`config.mk`:
```
export PLATFORM = sky130hd
export DESIGN_NAME = rat_flow_ctrl
export DESIGN_NICKNAME = d
export VERILOG_FILES = /design/src/rtl/rat_flow_ctrl.sv
export SDC_FILE = /design/constraint.sdc
export NUM_CORES = 1
export LEC_CHECK = 0
export ABC_AREA = 1
export CAP_MARGIN = 15
export CORE_ASPECT_RATIO = 0.5
export CORE_UTILIZATION = 45
export CTS_BUF_LIST = sky130_fd_sc_hd__clkbuf_8 sky130_fd_sc_hd__clkbuf_16
export DETAILED_ROUTE_END_ITERATION = 6
export PLACE_DENSITY = 0.85
export RECOVER_POWER = 50
export SLEW_MARGIN = 20
export SYNTH_ARGS = -nofsm -noshare
export SYNTH_HDL_FRONTEND = slang
export SYNTH_SLANG_ARGS = --single-unit
```
`constraint.sdc`:
```
create_clock -name CLK -period 1.7 [get_ports CLK]
set_input_delay 0.17 -clock CLK [delete_from_list [all_inputs] [get_ports CLK]]
set_output_delay 0.17 -clock CLK [all_outputs]
set_load 0.005 [all_outputs]
```
`src/rtl/rat_flow_ctrl.sv`:
```
// Program-flow controller for the pipelined RAT MCU: resolves branches and returns,
// sequences interrupt entry, squashes wrong-path fetches and keeps a C/Z shadow stack.
module rat_flow_ctrl #(
    parameter int unsigned FLUSH_CYCLES = 1,
    parameter int unsigned SHADOW_DEPTH = 4,
    localparam int unsigned LVL_W = $clog2(SHADOW_DEPTH + 1)
) (
    input  logic             CLK,
    input  logic             RST,
    input  logic             FC_DEC_VALID,
    input  logic             FC_COND_BRN,
    input  logic [1:0]       FC_COND_BRN_TYPE,
    input  logic             FC_UNCOND_BRN,
    input  logic             FC_RET,
    input  logic             FC_RETI,
    input  logic             FC_RETI_IE,
    input  logic             FC_C,
    input  logic             FC_Z,
    input  logic             FC_INT,
    input  logic             FC_I_EN,
    input  logic             FC_STALL,
    output logic             FC_PC_LD,
    output logic [1:0]       FC_PC_MUX_SEL,
    output logic             FC_FLUSH,
    output logic             FC_INT_ACK,
    output logic             FC_I_SET,
    output logic             FC_I_CLR,
    output logic             FC_FLG_RESTORE,
    output logic             FC_SHAD_C,
    output logic             FC_SHAD_Z,
    output logic [LVL_W-1:0] FC_NEST_LVL,
    output logic             FC_SHAD_OVF,
    output logic             FC_SHAD_UNF
);

    localparam int unsigned CNT_W = 4;
    localparam int unsigned IDX_W = (SHADOW_DEPTH > 1) ? $clog2(SHADOW_DEPTH) : 1;

    typedef enum logic {RUN, FLUSH} state_t;

    state_t             state_q, state_d;
    logic [CNT_W-1:0]   cnt_q, cnt_d;
    logic [LVL_W-1:0]   lvl_q, lvl_d;
    logic               ovf_q, ovf_d;
    logic               unf_q, unf_d;
    logic [1:0]         stk_q [SHADOW_DEPTH];
    logic               push_en;
    logic               redirect;
    logic               cond_taken;

    always_comb begin
        case (FC_COND_BRN_TYPE)
            2'b00:   cond_taken = ~FC_C;
            2'b01:   cond_taken = FC_C;
            2'b10:   cond_taken = FC_Z;
            default: cond_taken = ~FC_Z;
        endcase
    end

    // Next state and Mealy redirect outputs; everything is forced low while RST is high.
    always_comb begin
        state_d        = state_q;
        cnt_d          = cnt_q;
        lvl_d          = lvl_q;
        ovf_d          = ovf_q;
        unf_d          = unf_q;
        push_en        = 1'b0;
        redirect       = 1'b0;
        FC_PC_LD       = 1'b0;
        FC_PC_MUX_SEL  = 2'b00;
        FC_FLUSH       = 1'b0;
        FC_INT_ACK     = 1'b0;
        FC_I_SET       = 1'b0;
        FC_I_CLR       = 1'b0;
        FC_FLG_RESTORE = 1'b0;
        FC_SHAD_C      = 1'b0;
        FC_SHAD_Z      = 1'b0;
        FC_NEST_LVL    = '0;
        FC_SHAD_OVF    = 1'b0;
        FC_SHAD_UNF    = 1'b0;
        if (!RST) begin
            FC_NEST_LVL = lvl_q;
            FC_SHAD_OVF = ovf_q;
            FC_SHAD_UNF = unf_q;
            case (state_q)
                RUN: begin
                    if (!FC_STALL) begin
                        if (FC_INT && FC_I_EN) begin
                            redirect      = 1'b1;
                            FC_PC_LD      = 1'b1;
                            FC_PC_MUX_SEL = 2'b10;
                            FC_I_CLR      = 1'b1;
                            FC_INT_ACK    = 1'b1;
                            if (lvl_q == LVL_W'(SHADOW_DEPTH)) begin
                                ovf_d = 1'b1;
                            end else begin
                                push_en = 1'b1;
                                lvl_d   = lvl_q + LVL_W'(1);
                            end
                        end else if (FC_DEC_VALID) begin
                            if (FC_RETI) begin
                                redirect       = 1'b1;
                                FC_PC_LD       = 1'b1;
                                FC_PC_MUX_SEL  = 2'b01;
                                FC_FLG_RESTORE = 1'b1;
                                FC_I_SET       = FC_RETI_IE;
                                FC_I_CLR       = ~FC_RETI_IE;
                                if (lvl_q == '0) begin
                                    unf_d = 1'b1;
                                end else begin
                                    lvl_d = lvl_q - LVL_W'(1);
                                    {FC_SHAD_C, FC_SHAD_Z} = stk_q[IDX_W'(lvl_q - LVL_W'(1))];
                                end
                            end else if (FC_RET) begin
                                redirect      = 1'b1;
                                FC_PC_LD      = 1'b1;
                                FC_PC_MUX_SEL = 2'b01;
                            end else if (FC_UNCOND_BRN || (FC_COND_BRN && cond_taken)) begin
                                redirect      = 1'b1;
                                FC_PC_LD      = 1'b1;
                                FC_PC_MUX_SEL = 2'b00;
                            end
                        end
                        if (redirect && (FLUSH_CYCLES != 0)) begin
                            state_d = FLUSH;
                            cnt_d   = CNT_W'(FLUSH_CYCLES - 1);
                        end
                    end
                end
                default: begin
                    FC_FLUSH = 1'b1;
                    if (!FC_STALL) begin
                        if (cnt_q == '0) begin
                            state_d = RUN;
                        end else begin
                            cnt_d = cnt_q - CNT_W'(1);
                        end
                    end
                end
            endcase
        end
    end

    always_ff @(posedge CLK) begin
        if (RST) begin
            state_q <= RUN;
            cnt_q   <= '0;
            lvl_q   <= '0;
            ovf_q   <= 1'b0;
            unf_q   <= 1'b0;
            for (int i = 0; i < int'(SHADOW_DEPTH); i++) begin
                stk_q[i] <= 2'b00;
            end
        end else begin
            state_q <= state_d;
            cnt_q   <= cnt_d;
            lvl_q   <= lvl_d;
            ovf_q   <= ovf_d;
            unf_q   <= unf_d;
            if (push_en) begin
                stk_q[IDX_W'(lvl_q)] <= {FC_C, FC_Z};
            end
        end
    end

endmodule

```
======== After elaboration in Yosys (flattened, before gate mapping) ========
Memories as Yosys holds them, arrays and structs flattened.
Index checks and enable logic that the tools add are counted.
word-level totals
  bits in registers ....................... 10
  memory bits (writable) .................. 8
  bits of input ports ..................... 15
  output and inout bits ................... 15
  logic and storage cells ................. 123
  memories ................................ 1
memories
  memory  depth  width  read ports  clocked after memory_dff  wr ports  line  text
  stk_q   4      2      1           0                         4         46    logic [1:0] stk_q [SHADOW_DEPTH];
cells by class
  $add $sub $neg .......................... 3
  equality and inequality tests ........... 6
  muxes and demuxes ....................... 88
  bitwise gates (word level) .............. 6
  reductions and logical operators ........ 14
operators by type and width
  operator               number
  $mux W1                70
  $mux W4                5
  $mux W3                6
  $mux W2                6
  $reduce_and A6 Y1      2
  $ne A2 B2 Y1 const B   3
  $not A1 Y1             6
  $reduce_bool A2 Y1     3
  $logic_not A4 Y1       1
  $reduce_and A4 Y1      1
  $sub A4 B1 Y4 const B  1
  $add A3 B1 Y3 const B  1
  $eq A3 B3 Y1 const B   1
  $logic_not A3 Y1       1
  $pmux W1 S3            1
  $reduce_and A3 Y1      1
  $sub A3 B1 Y3 const B  1
  $eq A2 B1 Y1 const B   1
  $eq A2 B2 Y1 const B   1
  $logic_and A1 B1 Y1    2
  $logic_not A2 Y1       1
  $reduce_or A2 Y1       1
  $logic_or A1 B1 Y1     1

======== Longest topological paths before layout ========
  word-level depth ........................ 15
  mapped depth ............................ 10
  depth with buffers taken out ............ 10

======== Least setup slack after synthesis ========
OpenSTA, ideal clock, no wires.
  path kind ............................... reg2reg
  from .................................... register lvl_q[0]
  to ...................................... register lvl_q[2]
  setup time .............................. 0.120 ns
  arrival ................................. 1.446 ns
  required time ........................... 1.580 ns
  slack ................................... 0.134 ns
  stages on the path, launching flop included .. 11
  buffers on the path ..................... 0
  period minus slack after synthesis ...... 1.566 ns
  cell sequence ........................... dfxtp_1 inv_2 ha_1 nand2_2 nor2_1 nor2_1 nand2_2 nor2_1 o21ai_1 o21ai_1 a21oi_1
on the way
  longest elaborated chain between the ends .. 5
  elaborated cells on any way between the ends .. 12
  classes of those cells .................. 2 x add/sub; 3 x eq/ne; 5 x mux; 2 x reduce/logical
ends and longest elaborated chain
  what                    line  text
  from (decl)             43    logic [LVL_W-1:0] lvl_q, lvl_d;
  from (signal assigned)  157   lvl_q <= lvl_d;
  $sub A3 B1 Y3           n/a
  $mux W3                 108   if (lvl_q == '0) begin
  $mux W3                 101   if (FC_RETI) begin
  $mux W3                 100   end else if (FC_DEC_VALID) begin
  $mux W3                 88    if (FC_INT && FC_I_EN) begin
Parallel ways exist; a longest one is shown, timed or not. The select of a mux whose other input is x is not followed.
A chain may end at the register's enable or synchronous reset.

======== Final worst setup path ========
  from .................................... register lvl_q[1]
  to ...................................... output port FC_SHAD_C
on the way
  longest elaborated chain between the ends .. 9
  elaborated cells on any way between the ends .. 10
  classes of those cells .................. 1 x add/sub; 7 x mux; 1 x reduce/logical; 1 x memory
ends and longest elaborated chain
  what           line  text
  $sub A3 B1 Y3  112   {FC_SHAD_C, FC_SHAD_Z} = stk_q[IDX_W'(lvl_q - LVL_W'(1))];
  $mem_v2 Z4 W2  n/a
  $mux W1 *      108
  $mux W1 *      101
  $mux W1 *      100
  $mux W1 *      88
  $mux W1 *      87    if (!FC_STALL) begin
  $mux W1 *      85    case (state_q)
  $mux W1 *      81    if (!RST) begin
  to (decl)      29    output logic FC_SHAD_C,
Mark *: on every way between the ends. The rest lies on a longest branch, timed or not.

==> out/qor.txt <==
Finished layout cell area = 1800 um^2
Largest net degree at the start of global routing = 14
Root buf cell = clkbuf_8
Total global routing overflow = 0
Ys Warns = 0
Mapped Nets = 177
R2R Setup Slk = 0.14 ns
Data arrival time of the worst path = 1.51 ns
R2r endpoint = stk_q[3][0]
Core ar. = 2360 um^2
Status = completed
Synth Area per Inst = 7.57 um^2
Number of global-route vias before repair = 1207
I/O Buffers = 29
First-pass GRT wire length = 5420 um
Placed inst area = 1680 um^2
Main synth FF type = dfxtp_1
Post-Layout Cell Count = 253
FF+latch area = 443 um^2
Startpoint Class = flop
Top cells by area, synth = edfxtp_1 20%, dfxtp_1 17%, nor2_1 10%, nand2_1 8.8%, ha_1 5.3%
Routed wire length = 3420 um
RR Startpoint = state_q
Clk pin slew, worst setup/hold paths = 0.07 ns
GP Congestion = 0.842
Sequential element share of the synthesized area = 37.1%
P_leak = 0.000848 uW
Placed insts = 240
IO Pins = 30
Synthesized instance count = 157
DR vias = 1270
Int Pwr = 804 uW
Die height = 38.3 um
N_diodes = 0
RSZ-0062 raised after global routing = true
Power per standard cell area = 642 nW/um^2
Post-route clock period utilization = 98.8%
Die width = 74.7 um
Hold Buf Count CTS = 0
Crit Path Max Fanout = 4
Routed vias/inst = 5.02
Most common cell after layout, fill and taps aside = nor2_1
Most frequent cells in the layout = 30 x nor2_1, 29 x nand2_1, 28 x buf_4
Worst reg2reg path depth = 9
Max-cap violations = 0
Tot GR Track Use = 26.7%
Dpl hpwl = 2320 um
Yosys top cell by area = edfxtp_1
Starting DRC count in detailed routing = 56
Mapped cell area = 1190 um^2
First-pass iteration count of the detailed router = 4
Antenna-violating nets left = 0
HP Start = FC_STALL
Max_slew headroom = 81.9%
Final max-slew violation count = 0
DRC viols = 0
Proportion of power drawn by flip-flops and latches = 42.4%
Routed WL per cell = 13.5 um
Number of flops mapped to enable cells by yosys = 8
Final critical-path required period = 1.68 ns
Row count = 12
Filler Cells Inserted = 157
Ys async rst share = 0%
Hold EP = state_q
Synth top area share = 20.2%
Hold Vio Cnt, Final = 0
Layout Nets = 239
Worst skew pair latency = 0.26 ns
Max Clock Skew = 0.00305 ns
Max frequency = 595 MHz
Clock power frac = 27.4%
CTS Buffer Depth = 2
TritonCTS clock tree = yes
Net Switching = 351 uW
Power, Total = 1160 uW
Hold Path Class = in -> reg
Initial core utilization = 50.4%
Area delta synth->final = 51.5%
Comb power frac = 30.2%
CTS sink cnt = 18
Library cells used by synthesis = 30
Critical Path Sink Type = primary output
Share of cells above drive strength 1 = 30.3%
Multi-input logic area = 671 um^2
Die area = 2860 um^2
Setup CP Type = reg -> out
FF+latch count, synth = 18
WP data required = 1.53 ns
VDD IR max = 0.413 mV
Total CTS buffers = 3
Initial antenna violation count = 0
Switch share = 30.4%
H-tree depth = 1
Final setup violation count = 0
Utilization after layout = 76.4%
Hold-critical path depth = 3
Worst-Margin Slew = 0.271 ns
[power by group through the flow]
stage,logic [uW],clock network [uW],registers (uW)
2_1_floorplan,168,0,499
6_report,349,317,490
4_1_cts,337,316,489
3_5_place_dp,317,0,498
3_3_place_gp,305,0,497
5_1_grt,381,342,493
[synthesized netlist by cell type, drive strengths merged, types with 2 or more instances]
cell type / n
a21oi: 10
buf: 2
clkinv: 2
dfxtp: 10
edfxtp: 8
ha: 5
inv: 19
nand2: 37
nand3: 6
nand4: 6
nor2: 35
nor3: 2
o21ai: 8
xnor2: 2
[critical path, cell delays in order (launching register included)]
cell	delay [ns]
dfxtp_2	0.35
inv_2	0.06
ha_4	0.28
inv_2	0.05
nor2_2	0.12
o21ai_1	0.09
a21oi_1	0.17
buf_2	0.13
[what timing repair did]
| action | in CTS | in global routing |
|---|---|---|
| pin swaps | 5 | 6 |
| setup buffers | 8 | 1 |
| endpoints found under the setup margin | 9 | 5 |
| cloned | 0 | 0 |
| gates resized for setup | 28 | 13 |
[stage by stage]
stage / setup slack, ns / setup TNS [ns] / hold slack, ns
floorplan: 0.134 / 0 / 0.313
global placement: -0.184 / -1.28 / 0.445
detailed placement: -0.227 / -1.79 / 0.453
CTS: -0.00143 / -0.00143 / 0.351
global route: -0.0268 / -0.0328 / 0.365
finish: 0.0200 / 0 / 0.347
[sequential cells by signal, summed over array words and instances (netlist names)]
signal and cells:
stk_q 8, cnt_q 4, lvl_q 3, ovf_q 1
state_q 1, unf_q 1
[layer usage]
metal | share of wire, % | global-route usage [%]
met3 | 4.2 | 6.84
met2 | 55 | 52.7
met4 | 0.61 | 5.66
met1 | 41 | 29.3
met5 | 0 | 0
[area by class of cell]
type                            instances  area share, %
Inverter                               21           4.79
Clock buffer                            3           2.29
Tap cell                               35           2.43
Clock inverter                          1          0.208
Sequential cell                        18           24.6
Timing Repair Buffer                   59           28.4
Multi-Input combinational cell        116           37.2
[worst max-delay path by stage]
stage                                    from         to  slack [ns]  cells past startpoint
after floorplan                      lvl_q[0]   lvl_q[2]        0.13                     10
after global placement    FC_COND_BRN_TYPE[1]   FC_PC_LD       -0.18                     10
after detailed placement             FC_STALL  FC_SHAD_C       -0.23                      9
after CTS                            lvl_q[1]  FC_SHAD_C      -0.001                      7
after global routing                 lvl_q[1]  FC_SHAD_C       -0.03                      7
final                                lvl_q[1]  FC_SHAD_C        0.02                      7
[kinds of logic after synthesis]
family | share of synthesized area, %
AO/OA/AOI/OAI | 9.47
XOR/XNOR | 1.47
adder cells (fa/ha/maj) | 5.26
buffers and inverters | 8.21
flip-flops | 37.1
AND/OR/NAND/NOR | 38.5
Note: power is estimated with default switching activity, not from simulation.
==> RTL edit 1, RTL diff (same flow settings) <==
Register the output `FC_SHAD_OVF`, with the module's reset; this adds one clock of latency there. The other outputs are not delayed to match.
--- a/src/rtl/rat_flow_ctrl.sv
+++ b/src/rtl/rat_flow_ctrl.sv
@@ -39,4 +39,6 @@
     typedef enum logic {RUN, FLUSH} state_t;
 
+    logic FC_SHAD_OVF_d;
+
     state_t             state_q, state_d;
     logic [CNT_W-1:0]   cnt_q, cnt_d;
@@ -77,9 +79,9 @@
         FC_SHAD_Z      = 1'b0;
         FC_NEST_LVL    = '0;
-        FC_SHAD_OVF    = 1'b0;
+        FC_SHAD_OVF_d  = 1'b0;
         FC_SHAD_UNF    = 1'b0;
         if (!RST) begin
             FC_NEST_LVL = lvl_q;
-            FC_SHAD_OVF = ovf_q;
+            FC_SHAD_OVF_d = ovf_q;
             FC_SHAD_UNF = unf_q;
             case (state_q)
@@ -164,4 +166,12 @@
     end
 
+    always_ff @(posedge CLK) begin
+        if (RST) begin
+            FC_SHAD_OVF <= '0;
+        end else begin
+            FC_SHAD_OVF <= FC_SHAD_OVF_d;
+        end
+    end
+
 endmodule
 
Check against the original RTL: not equivalent (a bounded check fails within 10 cycles, from zero or initial values and one cycle with RST high).
==> RTL edit 1 against the original RTL <==
Setup slack lost 0.0089 ns; first-iteration DRC count decreased by 52%; total power rose by 2.6%; sequential cell count up 1; area after synthesis rose by 1.7%; cell area shrank 0.21%; routed wire length decreased by 0.88%; die area is 1.6% higher.
==> RTL edit 1: results (changes against the original RTL) <==
stage,metric,value,unit,change
status,status,completed,,unchanged
place,routability cong.,0.822,,was 0.842
layout,diode count,0,,unchanged
global_route,Global Route met2 Usage,47.5,%,was 52.7%
clocking,Skew-Pair Late Insertion Delay,0.26,ns,about the same
sta,Hold Slack,0.368,ns,was 0.347 ns
layout,layout net count,238,,was 239
logic_synthesis,ys async rst share,0,%,unchanged
critical_path,reg2reg path depth,10,,was 9
clocking,H-tree depth,1,,unchanged
drt,DR vias,1268,,"was 1,270"
drt,Met1 Wirelength,1.43,mm,was 1.39 mm
drt,DRT iter0 DRCs,27,,was 56
sta,Worst Tran Pin Value,0.263,ns,was 0.271 ns
drt,DR WL met2,1.72,mm,was 1.86 mm
critical_path,crit path max fanout,2,,was 4
critical_path,"slowest stage delay, CP",0.42,ns,was 0.35 ns
global_route,initial antenna violation count,0,,unchanged
logic_synthesis,most instantiated cells after synthesis,"nor2_1 (32), nand2_1 (28), inv_1 (14)",,unchanged
clocking,CTS Buf Count,3,,unchanged
logic_synthesis,register area share after synthesis,38.1,%,was 37.1%
place,Placement Cell Area,1720,um2,was 1680 um2
logic_synthesis,library cells used by synthesis,30,,unchanged
hold_path,Hold EP,state_q,,unchanged
global_route,largest net degree at the start of global routing,14,,unchanged
place,port bufs,29,,unchanged
global_route,total global-route track usage,25.9,%,was 26.7%
clocking,Longest Clk Path Bufs,2,,unchanged
drt,final wirelength,3.39,mm,was 3.42 mm
logic_synthesis,synth top area cells,"edfxtp_1 (20%), dfxtp_1 (18%), nor2_1 (9.9%)",,"was edfxtp_1 (20%), dfxtp_1 (17%), nor2_1 (10%)"
place,post-DP HPWL,2.45,mm,was 2.32 mm
power_and_ir_drop,Sw Share,30.3,%,was 30.4%
global_route,met1 Usage GRT,29.6,%,was 29.3%
power_and_ir_drop,LEAKAGE,0.842,nW,was 0.848 nW
power_and_ir_drop,total power,1.19,mW,was 1.16 mW
logic_synthesis,dominant synthesized flop cell,dfxtp_1,,unchanged
logic_synthesis,net count after synthesis,178,,was 177
sta,Clock Skew,0.00495,ns,was 0.00305 ns
clocking,clock root buffer,clkbuf_8,,unchanged
critical_path,FF-to-FF End,lvl_q[2],,was stk_q[3][0]
global_route,routing usage on met3,8.07,%,was 6.84%
critical_path,"CP delay by family, top",simple AND/OR/NAND/NOR gates,,was flip-flops
place,Place WS,-0.275,ns,was -0.227 ns
power_and_ir_drop,Comb. pwr,0.341,mW,was 0.349 mW
power_and_ir_drop,clock-net power,0.332,mW,was 0.317 mW
critical_path,slowest library cell on the worst path,clkdlybuf4s50_1,,was dfxtp_2
drt,routed wl met3,158,um,was 145 um
power_and_ir_drop,peak supply drop,0.464,mV,was 0.413 mV
logic_synthesis,Yosys Warn Count,0,,unchanged
critical_path,reg-to-reg startpoint,lvl_q[0],,was state_q
global_route,vias in the first global route,1185,,"was 1,207"
hold_path,Min-Delay Path Depth,3,,unchanged
layout,layout cell share with drive strength beyond 1,30.0,%,was 30.3%
global_route,first-pass GRT wire length,5.29,mm,was 5.42 mm
[RTL edit 1: worst min-delay path, stage by stage]
cell and delay [ns]:
dlygate4sd2_1 0.23, o21ai_0 0.12, nand2_1 0.07
[RTL edit 1: cells by family (layout without fill, tap and decap cells)]
kind of cell / after synthesis / count (layout) / synth area share [%]
buffers and inverters: 23 / 82 / 8.07
adders and majority gates: 5 / 5 / 5.18
and+or+nand+nor: 88 / 88 / 37.9
DFF: 19 / 19 / 38.1
xor gates and xnor gates: 2 / 2 / 1.45
AOI/OAI and AO/OA: 21 / 21 / 9.32
[RTL edit 1: layout make-up]
| class | count | area [um2] |
|---|---|---|
| Multi-Input combinational cell | 116 | 668 |
| Timing Repair Buffer | 57 | 482 |
| Clock buffer | 3 | 41.3 |
| Tap cell | 35 | 43.8 |
| Clock inverter | 1 | 7.51 |
| Fill cell | 184 | 576 |
| Inverter | 21 | 90.1 |
| Sequential cell | 19 | 464 |
[RTL edit 1: what timing repair did]
action	4_1_cts	5_1_grt
hold buffers	0	0
endpoints found under the setup margin	9	6
pin swaps	2	7
resized for setup	27	13
buffers inserted	3	0
[RTL edit 1: worst max-delay path by stage]
| stage | startpoint | to | slack (ns) | cells past startpoint |
|---|---|---|---|---|
| after floorplan | lvl_q[0] | lvl_q[2] | 0.13 | 10 |
| after global placement | FC_STALL | FC_SHAD_Z | -0.24 | 9 |
| after detailed placement | FC_STALL | FC_SHAD_Z | -0.27 | 9 |
| after CTS | lvl_q[1] | FC_SHAD_Z | -0.0009 | 7 |
| after global routing | FC_RETI | FC_PC_LD | -0.02 | 9 |
| final | FC_RETI | FC_PC_LD | 0.01 | 9 |
[RTL edit 1: metrics by stage]
step	TNS [ns]	instances
global placement	-0.985	245
global route	-0.0211	252
detailed placement	-1.16	245
floorplan	0	158
CTS	-0.000860	252
finish	0	252
==> RTL edit 2, RTL diff (same flow settings) <==
Made on the original files. The parameter `SHADOW_DEPTH` goes from 4 to 8.
--- a/src/rtl/rat_flow_ctrl.sv
+++ b/src/rtl/rat_flow_ctrl.sv
@@ -3,5 +3,5 @@
 module rat_flow_ctrl #(
     parameter int unsigned FLUSH_CYCLES = 1,
-    parameter int unsigned SHADOW_DEPTH = 4,
+    parameter int unsigned SHADOW_DEPTH = 8,
     localparam int unsigned LVL_W = $clog2(SHADOW_DEPTH + 1)
 ) (
Interface: changed (resized FC_NEST_LVL); port bits go from 30 to 31. The function was not compared with the original's and may differ.
==> RTL edit 2 against the original RTL <==
Sequential cell count grew 9; first-iteration DRC count grew to 2.9 times the old value; die area grew 35%; cell area grew 49%; critical path depth grew 2; non-clock buffer count grew 22; synthesized cell count grew 39%; highest routed layer unchanged; the run now ends with negative setup slack left; area after synthesis grew 37%; register-to-register slack lost 0.30 ns; setup slack lost 0.18 ns; routed wire length grew 82%; via count grew 50%; sequential share of layout area grew 1.9 points; total power grew 52%.
==> RTL edit 2: results (changes against the original RTL) <==
stage,metric,value,unit,change
logic_synthesis,register area share after synthesis,43.0,%,was 37.1%
clocking,H-tree depth,1,,unchanged
layout,# fillers,211,,was 157
logic_synthesis,synth top area cells,"edfxtp_1 (29%), dfxtp_1 (14%), nor2_1 (12%)",,"was edfxtp_1 (20%), dfxtp_1 (17%), nor2_1 (10%)"
drt,Routed WL per cell,18.0,um,was 13.5 um
status,status,"finished, violations left",,was completed
global_route,total global-route track usage,28.9,%,was 26.7%
logic_synthesis,net count after synthesis,238,,was 177
logic_synthesis,library cells used by synthesis,27,,was 30
clocking,Skew-Pair Late Insertion Delay,0.28,ns,was 0.26 ns
logic_synthesis,syn avg cell area,7.47,um2,was 7.57 um2
place,Placed Cells,331,,was 240
critical_path,"slowest stage delay, CP",0.37,ns,was 0.35 ns
global_route,first-pass GRT wire length,8.29,mm,was 5.42 mm
logic_synthesis,Post-synth EDFFs,16,,was 8
logic_synthesis,dominant synthesized flop cell,edfxtp_1,,was dfxtp_1
status,failing checks,negative setup slack,,
clocking,register clock-pin slew on the reported worst setup and hold paths,0.10,ns,was 0.07 ns
critical_path,slowest library cell on the worst path,dfxtp_4,,was dfxtp_2
global_route,vias in the first global route,1762,,"was 1,207"
drt,vias per inst,5.51,,was 5.02
sta,Slew headroom,62.1,%,was 81.9%
place,Place WS,-0.566,ns,was -0.227 ns
critical_path,critical path arrival,1.87,ns,was 1.51 ns
hold_path,Min-Delay Path Depth,4,,was 3
layout,layout net count,317,,was 239
critical_path,"CP delay by family, top",simple AND/OR/NAND/NOR gates,,was flip-flops
layout,Largest regs,"stk_q (16), cnt_q (4), lvl_q (4)",,"was stk_q (8), cnt_q (4), lvl_q (3)"
logic_synthesis,ys async rst share,0,%,unchanged
global_route,largest net degree at the start of global routing,18,,was 14
place,routability cong.,0.832,,was 0.842
drt,DR WL met2,2.99,mm,was 1.86 mm
sta,"Setup violations, final",38,,was 0
power_and_ir_drop,LEAKAGE,1.17,nW,was 0.848 nW
sta,sum of negative setup slack,-4.15,ns,was 0 ns
critical_path,FF-to-FF End,stk_q[6][1],,was stk_q[3][0]
drt,Met1 Wirelength,2.37,mm,was 1.39 mm
drt,routed wl met3,511,um,was 145 um
sta,min setup slack post-route,-0.165,ns,was 0.0200 ns
layout,layout cell share with drive strength beyond 1,45.3,%,was 30.3%
drt,DR vias,1911,,"was 1,270"
power_and_ir_drop,peak supply drop,0.338,mV,was 0.413 mV
logic_synthesis,most instantiated cells after synthesis,"nor2_1 (50), nand2_1 (36), inv_1 (23)",,"was nor2_1 (32), nand2_1 (28), inv_1 (14)"
place,port bufs,30,,was 29
sta,Clock Skew,0.00396,ns,was 0.00305 ns
RTL edit 2: stage by stage:
step                      cell area [um2]  hold WS [ns]  util (%)
after floorplan                      1670         0.311         -
after global placement               2280         0.456      65.9
after detailed placement             2280         0.450      65.9
after CTS                            2480         0.406      71.9
after global routing                 2680         0.474      77.6
final                                2680         0.425      77.6
RTL edit 2: layer usage:
| metal | up-vias | GRT usage, % |
|---|---|---|
| li1 | 862 | - |
| met5 | - | 0 |
| met2 | 113 | 55.3 |
| met1 | 893 | 32.3 |
| met3 | 43 | 5.78 |
| met4 | 0 | 12.5 |
RTL edit 2: cell type report:
type / instances / area share [%]
sequential: 27 / 26.5
timing repair buffer: 81 / 26.0
clock buffer: 3 / 1.54
tap: 51 / 2.38
clock inverter: 1 / 0.280
inverter: 28 / 4.11
multi-input combinational: 156 / 39.2
RTL edit 2: tightest hold or removal path, cell delays in order:
cell and delay [ns]:
dlygate4sd2_1 0.23, buf_4 0.14, o21ai_0 0.08, o21ai_0 0.06
RTL edit 2: how the worst max path moves through the flow:
stage / depth (start not counted) / from / slack, ns / endpoint
after floorplan: 10 / lvl_q[0] / -0.009 / stk_q[0][0]
after global placement: 11 / FC_STALL / -0.49 / FC_SHAD_Z
after detailed placement: 11 / FC_STALL / -0.57 / FC_SHAD_Z
after CTS: 8 / lvl_q[1] / -0.10 / FC_SHAD_Z
after global routing: 8 / lvl_q[0] / -0.20 / FC_SHAD_Z
final: 9 / state_q / -0.16 / stk_q[6][1]
RTL edit 2: logic make-up after synthesis:
logic type	Yosys count	synth area share (%)
AO/OA/AOI/OAI	35	11.4
XOR/XNOR	3	1.61
adder cells (fa/ha/maj)	5	3.84
buffers and inverters	35	8.99
flip-flops	27	43.0
AND/OR/NAND/NOR	113	31.1
RTL edit 2: what timing repair did:
item                                    CTS  global route
buffers inserted                         10             5
pin swaps                                18            17
endpoints found under the setup margin   47            43
hold endpoints to repair                  0             0
resized for setup                        70            59
hold buffers                              0             0
RTL edit 2: power breakdown:
part	internal, mW	total (mW)	switching (mW)	leakage (nW)
Clock	0.167	0.394	0.227	0.0217
Sequential	0.721	0.742	0.0209	0.257
Combinational	0.276	0.621	0.345	0.896
Total	1.16	1.76	0.593	1.17
